File: config.mk
export PLATFORM = sky130hd
export DESIGN_NAME = hazard_control_unit
export DESIGN_NICKNAME = d
export VERILOG_FILES = /design/src/rtl/hazard_control_unit.sv
export SDC_FILE = /design/constraint.sdc
export NUM_CORES = 1
export LEC_CHECK = 0
export ABC_AREA = 1
export BUFFER_PORTS_ARGS = -buffer_cell sky130_fd_sc_hd__buf_2
export CAP_MARGIN = 0
export CORE_MARGIN = 1
export CORE_UTILIZATION = 40
export CTS_CLUSTER_SIZE = 24
export DETAILED_ROUTE_END_ITERATION = 10
export SLEW_MARGIN = 20
export SYNTH_ARGS = -nofsm -noshare
export SYNTH_HDL_FRONTEND = slang
export SYNTH_SLANG_ARGS = --single-unit
File: constraint.sdc
create_clock -name clk -period 3.8 [get_ports clk]
set_input_delay 0.38 -clock clk [delete_from_list [all_inputs] [get_ports clk]]
set_output_delay 0.38 -clock clk [all_outputs]
set_load 0.1 [all_outputs]
File: src/rtl/hazard_control_unit.sv
// Pipeline hazard control: load-use interlock, taken-branch flush and a
// multi-cycle multiply/divide stall sequencer with a saturating stall counter.
module hazard_control_unit #(
    parameter int unsigned MD_CYCLES = 4
) (
    input  logic        clk,
    input  logic        rst_n,
    input  logic        id_ex_mem_read,
    input  logic [4:0]  id_ex_rt,
    input  logic [4:0]  if_id_rs,
    input  logic [4:0]  if_id_rt,
    input  logic        if_id_uses_rt,
    input  logic        ex_branch_taken,
    input  logic        md_start,
    output logic        pc_write,
    output logic        if_id_write,
    output logic        id_ex_bubble,
    output logic        if_id_flush,
    output logic        id_ex_flush,
    output logic        md_busy,
    output logic        md_done,
    output logic [15:0] stall_cycles
);

    typedef enum logic [0:0] {
        RUN     = 1'b0,
        MD_WAIT = 1'b1
    } state_t;

    // Issue cycle counts as the first stall, so the wait phase covers the rest.
    localparam logic [3:0] MD_LOAD = 4'(MD_CYCLES - 32'd1);

    if (MD_CYCLES < 32'd2 || MD_CYCLES > 32'd16) begin : g_param_check
        $error("hazard_control_unit: MD_CYCLES must lie in 2..16");
    end

    state_t      state_r;
    state_t      state_nxt_s;
    logic [3:0]  cnt_r;
    logic [3:0]  cnt_nxt_s;
    logic [15:0] stall_cnt_r;

    logic        hazard_s;
    logic        pc_write_s;
    logic        if_id_write_s;
    logic        id_ex_bubble_s;
    logic        if_id_flush_s;
    logic        id_ex_flush_s;
    logic        md_busy_s;
    logic        md_done_s;

    // Register 0 is hard-wired to zero, so a load into it never creates a dependency.
    function automatic logic load_hazard_f(
        input logic       mem_read,
        input logic [4:0] ex_rt,
        input logic [4:0] rs,
        input logic [4:0] rt,
        input logic       uses_rt
    );
        logic rs_match;
        logic rt_match;
        rs_match = (ex_rt == rs);
        rt_match = uses_rt && (ex_rt == rt);
        return mem_read && (ex_rt != 5'd0) && (rs_match || rt_match);
    endfunction

    // Next-state and stall/flush decode from current state, count and pipeline inputs.
    always_comb begin
        state_nxt_s    = state_r;
        cnt_nxt_s      = cnt_r;
        pc_write_s     = 1'b1;
        if_id_write_s  = 1'b1;
        id_ex_bubble_s = 1'b0;
        if_id_flush_s  = 1'b0;
        id_ex_flush_s  = 1'b0;
        md_busy_s      = 1'b0;
        md_done_s      = 1'b0;
        hazard_s       = load_hazard_f(id_ex_mem_read, id_ex_rt, if_id_rs,
                                       if_id_rt, if_id_uses_rt);
        case (state_r)
            RUN: begin
                if (ex_branch_taken) begin
                    if_id_flush_s = 1'b1;
                    id_ex_flush_s = 1'b1;
                end else if (hazard_s) begin
                    pc_write_s     = 1'b0;
                    if_id_write_s  = 1'b0;
                    id_ex_bubble_s = 1'b1;
                end else if (md_start) begin
                    pc_write_s     = 1'b0;
                    if_id_write_s  = 1'b0;
                    id_ex_bubble_s = 1'b1;
                    cnt_nxt_s      = MD_LOAD;
                    state_nxt_s    = MD_WAIT;
                end else begin
                    state_nxt_s = RUN;
                end
            end
            MD_WAIT: begin
                md_busy_s = 1'b1;
                if (cnt_r != 4'd0) begin
                    pc_write_s     = 1'b0;
                    if_id_write_s  = 1'b0;
                    id_ex_bubble_s = 1'b1;
                    cnt_nxt_s      = cnt_r - 4'd1;
                end else begin
                    md_done_s   = 1'b1;
                    state_nxt_s = RUN;
                end
            end
            default: begin
                state_nxt_s = RUN;
                cnt_nxt_s   = 4'd0;
            end
        endcase
    end

    // State, wait counter and saturating stall counter.
    always_ff @(posedge clk or negedge rst_n) begin
        if (!rst_n) begin
            state_r     <= RUN;
            cnt_r       <= 4'd0;
            stall_cnt_r <= 16'd0;
        end else begin
            state_r <= state_nxt_s;
            cnt_r   <= cnt_nxt_s;
            if (!pc_write_s && (stall_cnt_r != 16'hFFFF)) begin
                stall_cnt_r <= stall_cnt_r + 16'd1;
            end else begin
                stall_cnt_r <= stall_cnt_r;
            end
        end
    end

    // While reset is low the pipeline must run freely whatever the inputs say.
    assign pc_write     = pc_write_s | ~rst_n;
    assign if_id_write  = if_id_write_s | ~rst_n;
    assign id_ex_bubble = id_ex_bubble_s & rst_n;
    assign if_id_flush  = if_id_flush_s & rst_n;
    assign id_ex_flush  = id_ex_flush_s & rst_n;
    assign md_busy      = md_busy_s & rst_n;
    assign md_done      = md_done_s & rst_n;
    assign stall_cycles = stall_cnt_r;

endmodule

==> flow_summary.toml <==
[layout]
instances_no_fill = 315
nNetsFinal = 292
diodes = 0
final_cell_area_sq_um = 1841
post-route-util_pct = 49.90
drive_above_1_share_pct = 20.22
area_delta_synth_final_pct = 18.06

[die]
start_util_pct = 42.27
die-area_sq_um = 4151
die_w_um = 64.43
placementRows = 22
die_y_um = 64.43
core_sq_um = 3689
boundaryPins = 44

[worst_setup_path]
path_max_fanout = 20
crit_path_top_delay_cell = "buf_2"
crit_path_end_kind = "output port"
crit_chain = "inv_1 > ha_1 > nand2_1 > nor3_1 > a21oi_1 > buf_4 > nand3_1 > buf_2"
cp.required_ns = 3.42
critPathMaxStageDelay_ns = 0.44
criticalPathCategory = "reg2out"
critPathArrivalTime_ns = 2.15
cp_num_buf_inv = 3
cp_top_family = "buffers and inverters"
start_kind = "register"

[placed_design]
postPlaceCellArea_sq_um = 1795
routabilityCongestion = 0.7998
dpl.cell_count = 311
io_buffers = 43
hpwlAfterDp_um = 2491

[synth]
ys_ff_latch = 21
synth_fp_nets = 250
synth_compound_area_share_pct = 1.605
synth_top_family_by_area = "simple AND/OR/NAND/NOR gates"
synth.distinct_cells = 23
synthCells = 226
yosysSeqAreaShare_pct = 33.71
postSynthAreaPerCell_sq_um = 6.898
synth-simple-area-share_pct = 43.50
synth-xor-area-share_pct = 8.427
synthMuxAreaShare_pct = 0
synth-adder-area-share_pct = 2.408
synth_warnings = 0
syn_area_sq_um = 1559

[clock_network]
cts_max_path_buffers = 2
numCtsBuffers = 3
cts_tree = "done"
clock_sinks = 21
cts-resized-gates = 0
clkTransAtPathRegs_ns = 0.07
h-tree-depth = 1
cts_root_buf = "clkbuf_8"
clk_latency_ns = 0.26
postCtsSetupBuffers = 0
cts_hold_buf = 0

[drt]
drtAntennaViolNets = 0
vias_per_cell = 4.721
drc = 0
first_pass_iters = 4
vias = 1487
wl_per_cell_um = 10.55
wirelength_um = 3323
drtIter0Drc = 60

[timing]
timing.final.crit_share_pct = 66.60
grt_setup_unrepaired = "no"
post-route-min-period_ns = 2.531
drv_slew = 0
tns_ns = 0
slew_headroom_pct = 65.65
finClkSkew_ns = 0.002161
worst_pin_slew_ns = 0.5153
whs_ns = 0.08588
timing.final.hold_violations = 0
max_freq_ghz = 0.3951
setup_viol = 0

[grt]
grt_pass1_wl_um = 5713
grt_pass1_vias = 1297
gr-usage-all-layers_pct = 17.47
grt_max_degree = 25
grt_overflow = 0
antenna_found_initial = 0

[pwr]
power.internal_w = 0.0004978
irDropWorstVdd_mv = 0.6641
power.switching_w = 0.0006778
switching_share_pct = 57.66
p_leak_nw = 1.059
seqPwrFrac_pct = 28.8
power_per_cell_area_nw_per_um2 = 638.8
clkPwrFrac_pct = 12.4
power_frac_comb_pct = 58.8

[job]
cap_violations = 0

[status]
status = "completed"

[worst_hold_path]
hold_class = "in2async"
[layout make-up]
class	count	area (sq um)
Timing Repair Buffer	44	222.7
Clock buffer	4	45.04
Multi-Input combinational cell	169	878.3
Tap cell	48	60.06
Sequential cell	21	525.5
Inverter	29	108.9
Fill cell	389	1848
[per-stage QoR]
step / total power (W) / setup WS, ns
finish: 0.001176 / 1.269
global route: 0.001269 / 1.060
CTS: 0.001187 / 1.254
detailed placement: 0.001040 / 1.448
global placement: 0.001032 / 1.482
floorplan: 0.0009372 / 0.4328
[power groups by stage]
stage                     logic, W  registers [W]  clock network, W
final                     0.000692       0.000339          0.000145
after global routing      0.000755       0.000350          0.000164
after CTS                 0.000699       0.000338          0.000150
after detailed placement  0.000698       0.000342                 0
after global placement    0.000690       0.000341                 0
after floorplan           0.000420       0.000517                 0
[worst reg2reg max path: stages (launching register included)]
cell	delay [ns]
dfrtp_1	0.45
ha_1	0.25
nand3_2	0.13
nor2_4	0.17
nand3_2	0.10
nand3b_4	0.30
nand3_4	0.26
nand2_1	0.07
nand2_1	0.07
[layer usage]
layer  global-route usage, %  part of all wire (%)
met1                   24.53                    51
met4                   5.833                  0.75
met5                       0                     0
met3                   3.345                   5.4
met2                   26.84                    43
[final timing paths]
check                      slack [ns]                    startpoint                            to  depth (start not counted)
max                              1.27          cnt_r[0]$_DFFE_PN0P_                   if_id_write                          8
min                              0.09                         rst_n   stall_cycles[9]$_DFFE_PN0P_                          1
max reg2reg                      1.95   stall_cycles[0]$_DFFE_PN0P_   stall_cycles[4]$_DFFE_PN0P_                          8
min reg2reg                      0.53  stall_cycles[13]$_DFFE_PN0P_  stall_cycles[13]$_DFFE_PN0P_                          2
max in group asynchronous        3.37                         rst_n          cnt_r[1]$_DFFE_PN0P_                          1
min in group clk                 0.53  stall_cycles[13]$_DFFE_PN0P_  stall_cycles[13]$_DFFE_PN0P_                          2
[kinds of logic (layout without fill, tap and decap cells)]
group	after synthesis	after routing
AND/OR/NAND/NOR	146	146
buffers and inverters	36	77
flip-flops	21	21
XOR/XNOR	15	15
AO/OA/AOI/OAI	5	5
adder cells (fa/ha/maj)	3	3
[cells in the mapped netlist]
library cell / n / area, sq um
buf_4: 3 / 22.52
nor3b_1: 2 / 15.01
nor2_1: 20 / 75.07
o21ai_0: 2 / 10.01
nor2_4: 1 / 11.26
and3_1: 1 / 6.260
buf_8: 1 / 15.01
nand2_2: 1 / 6.260
buf_2: 3 / 15.01
nand2_1: 82 / 307.8
nand3_2: 2 / 20.02
nand4_1: 18 / 112.6
ha_1: 3 / 37.54
dfrtp_1: 21 / 525.5
nand3_4: 1 / 17.52
nor3_1: 6 / 30.03
nor4_1: 1 / 6.260
xnor2_1: 6 / 52.55
inv_1: 29 / 108.9
a21oi_1: 3 / 15.01
xor2_1: 9 / 78.83
nand3_1: 10 / 50.05
nand3b_4: 1 / 20.02
[flip-flops by register name, indices dropped and copies added, names as in the netlist]
| signal | count |
|---|---|
| cnt_r | 4 |
| stall_cycles | 16 |
| state_r | 1 |
[cells in the final DEF (no fill, tap or decap), drive strengths merged]
| cell | instances |
|---|---|
| a21oi | 3 |
| and3 | 1 |
| buf | 44 |
| clkbuf | 4 |
| dfrtp | 21 |
| ha | 3 |
| inv | 29 |
| nand2 | 83 |
| nand3 | 13 |
| nand3b | 1 |
| nand4 | 18 |
| nor2 | 21 |
| nor3 | 6 |
| nor3b | 2 |
| nor4 | 1 |
| o21ai | 2 |
| xnor2 | 6 |
| xor2 | 9 |
(Power assumes the default switching activity.)
